$ cat config.mk
export PLATFORM = sky130hd
export DESIGN_NAME = alu_branch_seq
export DESIGN_NICKNAME = d
export VERILOG_FILES = /design/src/rtl/alu_branch_seq.sv
export SDC_FILE = /design/constraint.sdc
export NUM_CORES = 1
export LEC_CHECK = 0
export BUFFER_PORTS_ARGS = -buffer_cell sky130_fd_sc_hd__buf_2
export CORE_MARGIN = 2
export CORE_UTILIZATION = 48
export DETAILED_ROUTE_END_ITERATION = 6
export PLACE_DENSITY_LB_ADDON = 0.1
export SKIP_LAST_GASP = 1
export SYNTH_ARGS = -nofsm -noshare
export SYNTH_HDL_FRONTEND = slang
export SYNTH_SLANG_ARGS = --single-unit
$ cat constraint.sdc
create_clock -name clk -period 5 [get_ports clk]
set_input_delay 0.75 -clock clk [delete_from_list [all_inputs] [get_ports clk]]
set_output_delay 0.75 -clock clk [all_outputs]
set_load 0.02 [all_outputs]
$ cat src/rtl/alu_branch_seq.sv
// Branch resolution sequencer: drives a shared combinational ALU to compare rs1/rs2 with a SUB,
// then reuses it as an adder for the redirect target, and returns one response per request.
module alu_branch_seq #(
   parameter bit NT_TARGET_EN = 1'b1
) (
   input  logic        clk,
   input  logic        rst,
   input  logic        flush,
   input  logic        req_valid,
   output logic        req_ready,
   input  logic [2:0]  req_funct3,
   input  logic [31:0] req_rs1,
   input  logic [31:0] req_rs2,
   input  logic [31:0] req_pc,
   input  logic [31:0] req_imm,
   output logic [31:0] alu_a,
   output logic [31:0] alu_b,
   output logic [2:0]  alu_control,
   input  logic [31:0] alu_result,
   input  logic [3:0]  alu_flags,
   output logic        rsp_valid,
   input  logic        rsp_ready,
   output logic        rsp_taken,
   output logic [31:0] rsp_target,
   output logic        rsp_illegal
);

   typedef enum logic [1:0] {
      IDLE = 2'd0,
      CMP  = 2'd1,
      TGT  = 2'd2,
      DONE = 2'd3
   } state_e;

   localparam logic [2:0] ALU_ADD = 3'b000;
   localparam logic [2:0] ALU_SUB = 3'b001;

   localparam logic [2:0] F3_BEQ  = 3'b000;
   localparam logic [2:0] F3_BNE  = 3'b001;
   localparam logic [2:0] F3_BLT  = 3'b100;
   localparam logic [2:0] F3_BGE  = 3'b101;
   localparam logic [2:0] F3_BLTU = 3'b110;
   localparam logic [2:0] F3_BGEU = 3'b111;

   state_e      state_q, state_d;

   logic [2:0]  funct3_q;
   logic [31:0] rs1_q;
   logic [31:0] rs2_q;
   logic [31:0] pc_q;
   logic [31:0] imm_q;

   logic        valid_q, valid_d;
   logic        taken_q, taken_d;
   logic        illegal_q, illegal_d;
   logic [31:0] target_q, target_d;

   logic        accept;
   logic        flag_n, flag_z, flag_c, flag_v;
   logic        cond_taken;
   logic        cond_illegal;

   assign req_ready   = (state_q == IDLE) && !flush;
   assign accept      = req_valid && req_ready;

   assign {flag_n, flag_z, flag_c, flag_v} = alu_flags;

   assign rsp_valid   = valid_q;
   assign rsp_taken   = taken_q;
   assign rsp_target  = target_q;
   assign rsp_illegal = illegal_q;

   // Branch condition from the SUB flags of the latched operands; C is the unsigned borrow.
   always_comb begin
      cond_taken   = 1'b0;
      cond_illegal = 1'b0;
      case (funct3_q)
         F3_BEQ:  cond_taken = flag_z;
         F3_BNE:  cond_taken = !flag_z;
         F3_BLT:  cond_taken = flag_n ^ flag_v;
         F3_BGE:  cond_taken = !(flag_n ^ flag_v);
         F3_BLTU: cond_taken = flag_c;
         F3_BGEU: cond_taken = !flag_c;
         default: cond_illegal = 1'b1;
      endcase
   end

   // NOTE: every signal assigned in this block gets a default first, so no path can leave one
   // unassigned and infer a latch.
   always_comb begin
      state_d     = state_q;
      valid_d     = valid_q;
      taken_d     = taken_q;
      illegal_d   = illegal_q;
      target_d    = target_q;
      alu_a       = 32'd0;
      alu_b       = 32'd0;
      alu_control = ALU_ADD;

      case (state_q)
         IDLE: begin
            if (accept) begin
               state_d = CMP;
            end
         end

         CMP: begin
            alu_a       = rs1_q;
            alu_b       = rs2_q;
            alu_control = ALU_SUB;
            if (cond_illegal) begin
               illegal_d = 1'b1;
               taken_d   = 1'b0;
               target_d  = 32'd0;
               valid_d   = 1'b1;
               state_d   = DONE;
            end else begin
               illegal_d = 1'b0;
               taken_d   = cond_taken;
               if (cond_taken || NT_TARGET_EN) begin
                  state_d = TGT;
               end else begin
                  target_d = 32'd0;
                  valid_d  = 1'b1;
                  state_d  = DONE;
               end
            end
         end

         TGT: begin
            // Target wraps modulo 2^32; the adder's carry/overflow flags are ignored here.
            alu_a       = pc_q;
            alu_b       = taken_q ? imm_q : 32'd4;
            alu_control = ALU_ADD;
            target_d    = alu_result;
            valid_d     = 1'b1;
            state_d     = DONE;
         end

         DONE: begin
            if (rsp_ready) begin
               valid_d = 1'b0;
               state_d = IDLE;
            end
         end

         default: begin
            valid_d = 1'b0;
            state_d = IDLE;
         end
      endcase

      if (flush) begin
         valid_d = 1'b0;
         state_d = IDLE;
      end
   end

   // NOTE: sequential state is updated with non-blocking assignments only, so every register
   // samples the pre-edge value of every other register.
   always_ff @(posedge clk) begin
      if (rst) begin
         state_q   <= IDLE;
         valid_q   <= 1'b0;
         taken_q   <= 1'b0;
         illegal_q <= 1'b0;
         target_q  <= 32'd0;
      end else begin
         state_q   <= state_d;
         valid_q   <= valid_d;
         taken_q   <= taken_d;
         illegal_q <= illegal_d;
         target_q  <= target_d;
      end
   end

   // NOTE: operand registers carry no reset; they are only read after an accept has loaded them,
   // so resetting them would add reset fan-out without changing behaviour.
   always_ff @(posedge clk) begin
      if (accept) begin
         funct3_q <= req_funct3;
         rs1_q    <= req_rs1;
         rs2_q    <= req_rs2;
         pc_q     <= req_pc;
         imm_q    <= req_imm;
      end
   end

endmodule

==> Word level (Yosys, flattened, before mapping) <==
Index checks and enable logic that the tools add are counted.
{ "totals": {"in_bits": 172, "register_bits": 168, "word_cells": 53} }
{ "op_classes": {"muxes": 16, "eq_ne": 11, "n_reduce_logical": 15, "bitwise_logic": 1} }
{ "op_table": {"columns": ["op", "n"], "rows": [
  ["32-bit case mux with 2 select lines", 3],
  ["32-bit 2-to-1 mux", 2],
  ["3-bit == test, second input constant", 4],
  ["2-bit case mux with 4 select lines", 1],
  ["1-bit 2-to-1 mux", 6],
  ["2-bit inequality test, second input constant", 3],
  ["1-bit case mux with 6 select lines", 1],
  ["6-bit OR reduction", 1],
  ["2-bit == test, second input constant", 2],
  ["1-bit zero test", 4],
  ["2-bit 2-to-1 mux", 2],
  ["2-bit AND reduction", 2],
  ["3-bit by 1-bit == test with 1-bit output, second input constant", 1],
  ["3-bit zero test", 1],
  ["1-bit case mux with 3 select lines", 1],
  ["3-bit AND reduction", 1],
  ["3-bit nonzero test", 1],
  ["2-bit by 1-bit == test with 1-bit output, second input constant", 1],
  ["1-bit logical AND", 2],
  ["2-bit zero test", 1],
  ["2-bit nonzero test", 1],
  ["2-bit OR reduction", 1],
  ["1-bit bitwise XOR", 1]
]} }

==> Depth between registers and ports, before layout <==
Gate-level depths: netlist of run 1.
{ "depth": {"depth_word": 5, "ltp_mapped": 7} }

==> Worst setup path after synthesis of run 1 <==
Ideal clock, no wire load.
{ "synth_path": {"path_kind": "input to register", "from": "in flush", "to": "reg funct3_q[0], enable pin", "arrival_time_ns": 4.176, "path_slack_ns": 0.319, "stages": 2, "setup_ns": 0.505, "path_cell_list": "nor2b_1 -> and2_1"} }
{ "synth_between": {"elab_chain_cells": 3} }
{ "synth_rtl": {"columns": ["item", "line_no", "text"], "rows": [
  ["start, declared", "8", "input logic flush,"],
  ["1-bit zero test", "63", "assign req_ready = (state_q == IDLE) && !flush;"],
  ["1-bit logical AND", "63", null],
  ["1-bit logical AND", "64", "assign accept = req_valid && req_ready;"],
  ["named net accept", "58", "logic accept;"],
  ["end signal, assigned", "181", "funct3_q <= req_funct3;"],
  ["end, declared", "47", "logic [2:0] funct3_q;"]
]} }
The timed path passes the listed nets, and every way through them passes these cells.
A chain may end at the register's enable or synchronous reset.

==> Worst setup path after layout of run 1 <==
{ "layout_path": {"from": "reg state_q[1]", "to": "out alu_a[11]"} }
{ "layout_between": {"elab_chain_cells": 2, "elab_cells_between_ends": 3, "classes_between": "2 x eq/ne; 1 x mux"} }
{ "layout_rtl": {"columns": ["item", "line_no", "text"], "rows": [
  ["start, declared", "45", "state_e state_q, state_d;"],
  ["start signal, assigned", "169", "state_q <= state_d;"],
  ["2-bit == test or 2-bit by 1-bit == test with 1-bit output (tied branches)", "100", "case (state_q)"],
  ["32-bit case mux with 2 select lines (*)", "100", null],
  ["end, declared", "16", "output logic [31:0] alu_a,"]
]} }
Every way passes the cells marked *; elsewhere a longest branch is shown, timed or not.

==> impl_results.md, run 1 <==
* Setup Skew at 0.0110 ns
* CP startpoint kind: flip-flop
* Antenna Nets Post-Route at 0
* CP Cell Sequence: inv_1 > ha_2 > buf_4 > a22oi_1 > nor2b_1 > buf_2
* Worst slew pin tran at 1.21 ns
* Routing usage on met2 at between 30% and 40%
* Post-synthesis sequential area ratio at 72.3%
* Largest family of logic cells by synthesized area: simple AND/OR/NAND/NOR gates
* IO Count at around 280
* First-pass GRT wire length at roughly 23 mm
* Final setup viols at 0
* # rows at 42
* Worst path top cell family by delay: adder cells
* Syn Area/Cell at 13.7 sq um
* Post-synthesis cell type count at 32
* Final min period at roughly 3.4 ns
* Layout cells sized above 1 at 41.2%
* Drt total wl at 15.4 mm
* GRT met3 Usage at 7.84%
* Max-cap violation count at 0
* Starting DRT DRC Count at 214
* Status: finished, final reports clean
* Peak supply drop at 0.000223 V
* Crit Path Max Fanout at between 40 and 50
* Largest net degree at the start of global routing at 83
* Cts hold-fix bufs at 0
* Crit path max-delay cell type: ha_2
* Critical Path AT at roughly 2.6 ns
* Post-synthesis cell area at 0.00647 sq mm
* Post-DP HPWL at around 11 mm
* Synth Area in XOR/XNOR at 0.542%
* Residual DRC at 0
* Total GRT Usage at 21.0%
* Final Non-Filler Cells at 921
* Final Power at 3.04 mW
* RSZ-0062 raised after global routing: false
* IO Port Bufs at 272
* WP buf/inv at 3
* TNS Setup at 0 ns
* Root Driver: clkbuf_16
* Hold Violations, Final at 0
* Initial antenna violation count at 0
* Pre-CTS WS at 2.01 ns
* Vias per cell at 5.11
* Placed Instances at 889
* Fmax at between 200 and 300 MHz
* Final Max Slew Viols at 0
* Placed cell area at about 0.008 sq mm
* Via count at 4,703
* PwrDens at 357 mW/mm^2
* Number of diodes at 0
* CTS H-tree lvls at 4
* CTS tree: yes
* Vert. Die Dim at 120 um
* M1 GR Usage at roughly a quarter
* Period utilization at 67.5%
* GR Overflow Total at 0
* Final #Nets at 909
* Area of the die at 0.0144 sq mm
* Area grow syn2layout at 31.6%
* Fillcell total at 1,029
* Routability cong. at 0.796
* Worst-path clk slew at approximately 0.060 ns
* Top Usage Layer GRT: met2
* Post-CTS Setup Repair Bufs at 0
* CP Capture Type: primary output
* Crit path kind: reg -> out
* Warnings, synthesis at 0
* WP data required at approximately 4.3 ns
* Clock sinks at 168
* Die Width at 120 um
* Max Root-Sink Buffers at 2
* CP max stage delay at a little over 0.8 ns
* Post-synthesis simple-gate area fraction at 12.0%
* Max-slew headroom at 19.1%
* Adder-Cell Fraction of Synth Area at 0.967%
* Register bit count reported by yosys at between 150 and 200
* Hold WC Path Type: reg -> reg
* CTS resizes at 0
* Clk_lat worst skew at approximately 0.42 ns
* Static Leak at 3.32 nW
* CTS Buf Count at 17
* Final worst setup slack at 1.62 ns
* Compound-Gate Fraction of Synth Area at a little under an eighth
* Gate Count Post-Synth at between 400 and 500
* Design Area, Final at 0.00852 sq mm
* Placeable Area at about 0.013 sq mm
* Vias in the first global route at 4,549
* Initial Util at around 49%
* Wire per inst at 16.7 um
* Mux cell area share after synthesis at less than 1%
* Pre-antenna DRT Iters at 5
[area by class of cell]
cell class | instances | area [sq um] | share of cell area (%)
Sequential cell | 168 | 4670 | 54.9
Timing Repair Buffer | 276 | 1400 | 16.5
Multi-Input combinational cell | 265 | 1630 | 19.2
Tap cell | 176 | 220 | 2.59
Clock inverter | 11 | 130 | 1.53
Clock buffer | 21 | 440 | 5.17
Inverter | 4 | 15.0 | 0.176
[flip-flops by register name (all words and copies together), names as in the netlist]
name / flops
rsp_valid: 1
imm_q: 32
rs2_q: 32
pc_q: 32
rs1_q: 32
state_q: 2
funct3_q: 3
rsp_taken: 1
rsp_illegal: 1
rsp_target: 32
[final timing paths]
| check | endpoint | depth (start not counted) | startpoint | slack [ns] |
|---|---|---|---|---|
| worst max-delay path | alu_a[11] | 6 | state_q[1] | 1.62 |
| worst min-delay path | rsp_target[25] | 2 | rsp_target[25] | 0.45 |
| worst max register to register | rsp_target[22] | 6 | state_q[1] | 2.02 |
| worst min register to register | rsp_target[25] | 2 | rsp_target[25] | 0.45 |
[report_power, final]
part | leakage, nW | internal (mW) | switching, mW
Sequential | 1.52 | 1.57 | 0.0161
Combinational | 1.52 | 0.0806 | 0.103
Clock | 0.273 | 0.776 | 0.493
Total | 3.32 | 2.43 | 0.612
[metal layers]
| layer | vias to the layer above | wire (um) |
|---|---|---|
| met1 | 2213 | 6070 |
| met2 | 207 | 7530 |
| met3 | 22 | 1450 |
| met5 | - | 0 |
| li1 | 2261 | - |
| met4 | 0 | 311 |
[per-stage QoR]
step	hold slack, ns	util (%)
global placement	0.435	60.2
CTS	0.450	64.6
floorplan	0.528	-
global route	0.472	64.6
finish	0.448	64.6
detailed placement	0.442	60.2
[cell usage after synthesis]
cell type	number	share of area (%)
edfxtp_1	131	61
nor2b_1	66	6.4
a22oi_1	63	7.3
dfxtp_1	37	11
nand2_1	37	2.1
a21oi_1	34	2.6
nand3_1	32	2.5
clkbuf_1	18	1.0
buf_1	9	0.52
buf_2	6	0.46
ha_1	5	0.97
buf_4	4	0.46
inv_1	4	0.23
o21ai_0	4	0.31
xnor2_1	3	0.41
a31oi_1	2	0.19
and2_1	2	0.19
nor3_1	2	0.15
a2111oi_2	1	0.23
a211oi_1	1	0.12
a21boi_0	1	0.12
a21oi_2	1	0.14
and4b_1	1	0.15
conb_1	1	0.058
mux2i_1	1	0.15
nand2b_1	1	0.097
nand3b_1	1	0.12
nor2_1	1	0.058
nor2b_4	1	0.21
o21a_1	1	0.12
o21ai_2	1	0.14
xor2_1	1	0.14
[worst reg2reg max path, cell delays in order (launching register included)]
cell and delay [ns]:
dfxtp_1 0.34, inv_1 0.13, ha_2 0.81, inv_1 0.28
o21ai_2 1.01, nand2_1 0.14, a21oi_1 0.19
[cell usage in the layout, fill, tap and decap left out, types with 2 or more instances in the layout]
cell / instances
o21ai_0: 4
ha_2: 3
conb_1: 2
dfxtp_1: 37
ha_1: 2
buf_2: 272
clkbuf_1: 4
edfxtp_1: 131
inv_1: 4
nand3_1: 32
a31oi_1: 2
a22oi_1: 63
bufinv_16: 3
nor2b_1: 66
clkbuf_16: 17
a21oi_1: 34
buf_4: 3
clkinv_1: 5
xnor2_1: 3
nor3_1: 2
nand2_1: 37
[kinds of logic after synthesis]
group,after synthesis
adders and majority gates,5
buffers and inverters,41
muxes,1
AOI/OAI and AO/OA,109
and+or+nand+nor,144
xor gates and xnor gates,4
other,1
DFF,168
No activity file was read; power rests on OpenSTA's default activity.
==> run 2: changes to the inputs <==
--- a/config.mk
+++ b/config.mk
@@ -5,9 +5,10 @@
 export SDC_FILE = /design/constraint.sdc
 export NUM_CORES = 1
 export LEC_CHECK = 0
+export ABC_AREA = 1
 export BUFFER_PORTS_ARGS = -buffer_cell sky130_fd_sc_hd__buf_2
 export CORE_MARGIN = 2
-export CORE_UTILIZATION = 48
+export CORE_UTILIZATION = 43
 export DETAILED_ROUTE_END_ITERATION = 6
 export PLACE_DENSITY_LB_ADDON = 0.1
 export SKIP_LAST_GASP = 1
==> constraint.sdc (replaced) <==
create_clock -name clk -period 3.08 [get_ports clk]
set_input_delay 0.462 -clock clk [delete_from_list [all_inputs] [get_ports clk]]
set_output_delay 0.462 -clock clk [all_outputs]
set_load 0.02 [all_outputs]
==> run 2 against run 1 <==
Effect of this change: count of clock-buffer cells in the layout fell by 3; first-iteration DRC count grew 13%; combinational power increased by 120%; critical path type unchanged; largest cell class unchanged.
==> impl_results.md, run 2 <==
* Status: finished, final reports clean
* CTS Buf Count at 17 (unchanged)
* Register Area at 0.00468 sq mm (about the same)
* Post-DP HPWL at 11.4 mm (+8.2%)
* First-pass GRT wire length at 25.1 mm (+9.8%)
* Worst-path clk slew at 0.06 ns (about the same)
* Vias in the first global route at 5,082 (+12%)
* Pre-CTS WS at 0.574 ns (-1.43 ns)
* CP startpoint kind: flip-flop
* Vias per cell at 4.97 (-2.7%)
* Post-synthesis async set-or-reset flop share at 0% (unchanged)
* Synth area leader: edfxtp_1
* Cell mode on critical path: inv_2
* Period utilization at 86.2%
* Final setup viols at 0 (unchanged)
* Wire per inst at 16.1 um (-3.2%)
* Post-synthesis sequential area ratio at 71.9% (-0.39 points)
* Critical Path AT at 2.19 ns (-0.44 ns)
* Fin util at 58.5% (-6.1 points)
* Ys flop type: edfxtp_1
* Worst slew pin tran at 0.775 ns (-0.439 ns)
* Area of the die at 0.0161 sq mm (+12%)
* Placeable Area at 0.0146 sq mm (+11%)
* Cts hold-fix bufs at 0 (unchanged)
* Clock sinks at 168 (unchanged)
* Synth top area share at 60.5% (-0.33 points)
* Hold WC Path Type: in -> reg
* Post-synthesis cell area at 0.00650 sq mm (+0.54%)
* WP data required at 2.62 ns (-1.63 ns)
* Initial antenna violation count at 4 (+4)
* Max-cap violation count at 0 (unchanged)
* Peak supply drop at 0.000354 V (+58%)
* # rows at 44 (+4.8%)
* GR Overflow Total at 0 (unchanged)
* Placed cell area at 0.00802 sq mm (+0.93%)
* Routability cong. at 0.862 (+8.2%)
* Max-slew headroom at 48.3% (+29 points)
* Commonest non-fill, non-tap cells in the layout: 272 x buf_2, 141 x nand2_1, 131 x edfxtp_1, 101 x a21oi_1, 70 x nand3_1
* Static Leak at 3.40 nW (+2.5%)
* Initial Util at 44.4% (-4.6 points)
* Root Driver: clkbuf_16
* Crit path kind: reg -> out
* Drt total wl at 16.5 mm (+7.4%)
* Most frequent cell after synthesis: nand2_1
* Largest net degree at the start of global routing at 99 (+19%)
* Final min period at 2.65 ns
* Setup Skew at 0.00385 ns (-0.00713 ns)
* Via count at 5,080 (+8.0%)
* Hold WS at 0.215 ns (-0.233 ns)
* CTS H-tree lvls at 4 (unchanged)
* Final worst setup slack at 0.426 ns (-1.20 ns)
* Crit path max-delay cell type: inv_2
* Pre-antenna DRT Iters at 4 (-1)
* CP Cell Sequence: inv_2 > ha_4 > inv_2 > buf_12 > a21oi_1 > buf_2
* RSZ-0062 raised after global routing: false
* Clk_lat worst skew at 0.42 ns (about the same)
* Antenna Nets Post-Route at 0 (unchanged)
* Commonest non-fill, non-tap cell in the layout: buf_2
* CP Capture Type: primary output
* Residual DRC at 0 (unchanged)
* Design Area, Final at 0.00856 sq mm (+0.57%)
* TNS Setup at 0 ns (unchanged)
* Register-to-register setup slack at 0.59 ns (-1.43 ns)
* CTS tree: yes
* Gate Count Post-Synth at 565 (+19%)
* IO Port Bufs at 272 (unchanged)
* Total GRT Usage at 20.3% (-0.72 points)
* EDFF count, synth at 131 (unchanged)
* Final #Nets at 999 (+9.9%)
* Layout cells sized above 1 at 38.2% (-3.0 points)
* CP max stage delay at 0.47 ns (-0.34 ns)
* Fmax at about 380 MHz
* Syn Area/Cell at 11.5 sq um (-16%)
* Final Max Slew Viols at 0 (unchanged)
* Post-synthesis cell type count at 20 (-38%)
* Register bit count reported by yosys at 168 (unchanged)
* Max Root-Sink Buffers at 2 (unchanged)
* Vert. Die Dim at 127 um (+5.7%)
* Crit Path Max Fanout at 36 (-18%)
* Most frequent cells after synthesis: 141 x nand2_1, 131 x edfxtp_1, 101 x a21oi_1
* Multi-input logic area at 0.00159 sq mm (-2.5%)
* Area grow syn2layout at 31.7% (about the same)
* Synth area leaders: edfxtp_1 60%, dfxtp_1 11%, nand2_1 8.1%
* PwrDens at 577 mW/mm^2 (+62%)
* Warnings, synthesis at 0 (unchanged)
* Post-CTS Setup Repair Bufs at 0 (unchanged)
* Starting DRT DRC Count at 241 (+13%)
* Hold Violations, Final at 0 (unchanged)
* CTS resizes at 0 (unchanged)
* Fillcell total at 1,221 (+19%)
* IO Count at 275 (unchanged)
* Die Width at 127 um (+5.7%)
-- run 2: cell count changes after synthesis, sizes merged, moves of 6 or more --
cell,change
nand2,+104
a21oi,+67
nor2b,-67
a22oi,-63
nand3,+38
inv,+17
nor2,+6
-- run 2: cell type report --
| cell class | instances | area share, % |
|---|---|---|
| well taps | 184 | 2.69 |
| repair buffers | 278 | 16.9 |
| flip-flops and latches | 168 | 54.6 |
| diodes | 3 | 0.0877 |
| multi-input cells | 336 | 18.6 |
| clock buffers | 18 | 5.01 |
| inverters | 21 | 0.920 |
| clock inverters | 14 | 1.27 |
-- run 2: cell families (layout without fill, tap and decap cells) --
kind of cell | count (synthesis) | in the layout | synth area share, %
other | 1 | 5 | 0.0577
DFF | 168 | 168 | 71.9
AOI/OAI and AO/OA | 107 | 107 | 8.41
adders and majority gates | 5 | 5 | 0.962
buffers and inverters | 62 | 331 | 4.33
and+or+nand+nor | 222 | 222 | 14.4
-- run 2: final timing paths --
| check | end | cells after the start | from |
|---|---|---|---|
| worst max-delay path | alu_b[1] | 6 | state_q[1] |
| worst max register to register | rsp_target[30] | 7 | state_q[1] |
| worst min register to register | rsp_target[8] | 2 | rsp_target[8] |
| worst min-delay path | rs2_q[16] | 1 | req_rs2[16] |
-- run 2: report_power, final --
group / switching (mW) / leakage [nW] / internal (mW) / total (mW)
clock network: 0.846 / 0.256 / 1.10 / 1.95
registers: 0.0297 / 1.52 / 2.56 / 2.59
logic: 0.268 / 1.62 / 0.140 / 0.408
total: 1.14 / 3.40 / 3.80 / 4.94
-- run 2: worst max-delay path, delay by kind of cell, from the launching register on --
family,cells,cell delay (ns)
AO/OA/AOI/OAI,1,0.10
flip-flops,1,0.41
adder cells (fa/ha/maj),1,0.22
buffers and inverters,4,1.03
-- run 2: metal layers --
metal  up-vias  track usage (%)  routed length (um)
li1       2483                -                   -
met1      2339             22.8                6250
met2       228             34.5                8220
met3        30             7.75                1630
met4         0             8.92                 393
met5         -                0                   0
-- run 2: through the flow --
step,total power [mW],cells
CTS,4.98,1019
global route,5.12,1020
global placement,3.04,987
detailed placement,3.05,987
finish,4.94,1022
floorplan,2.86,566
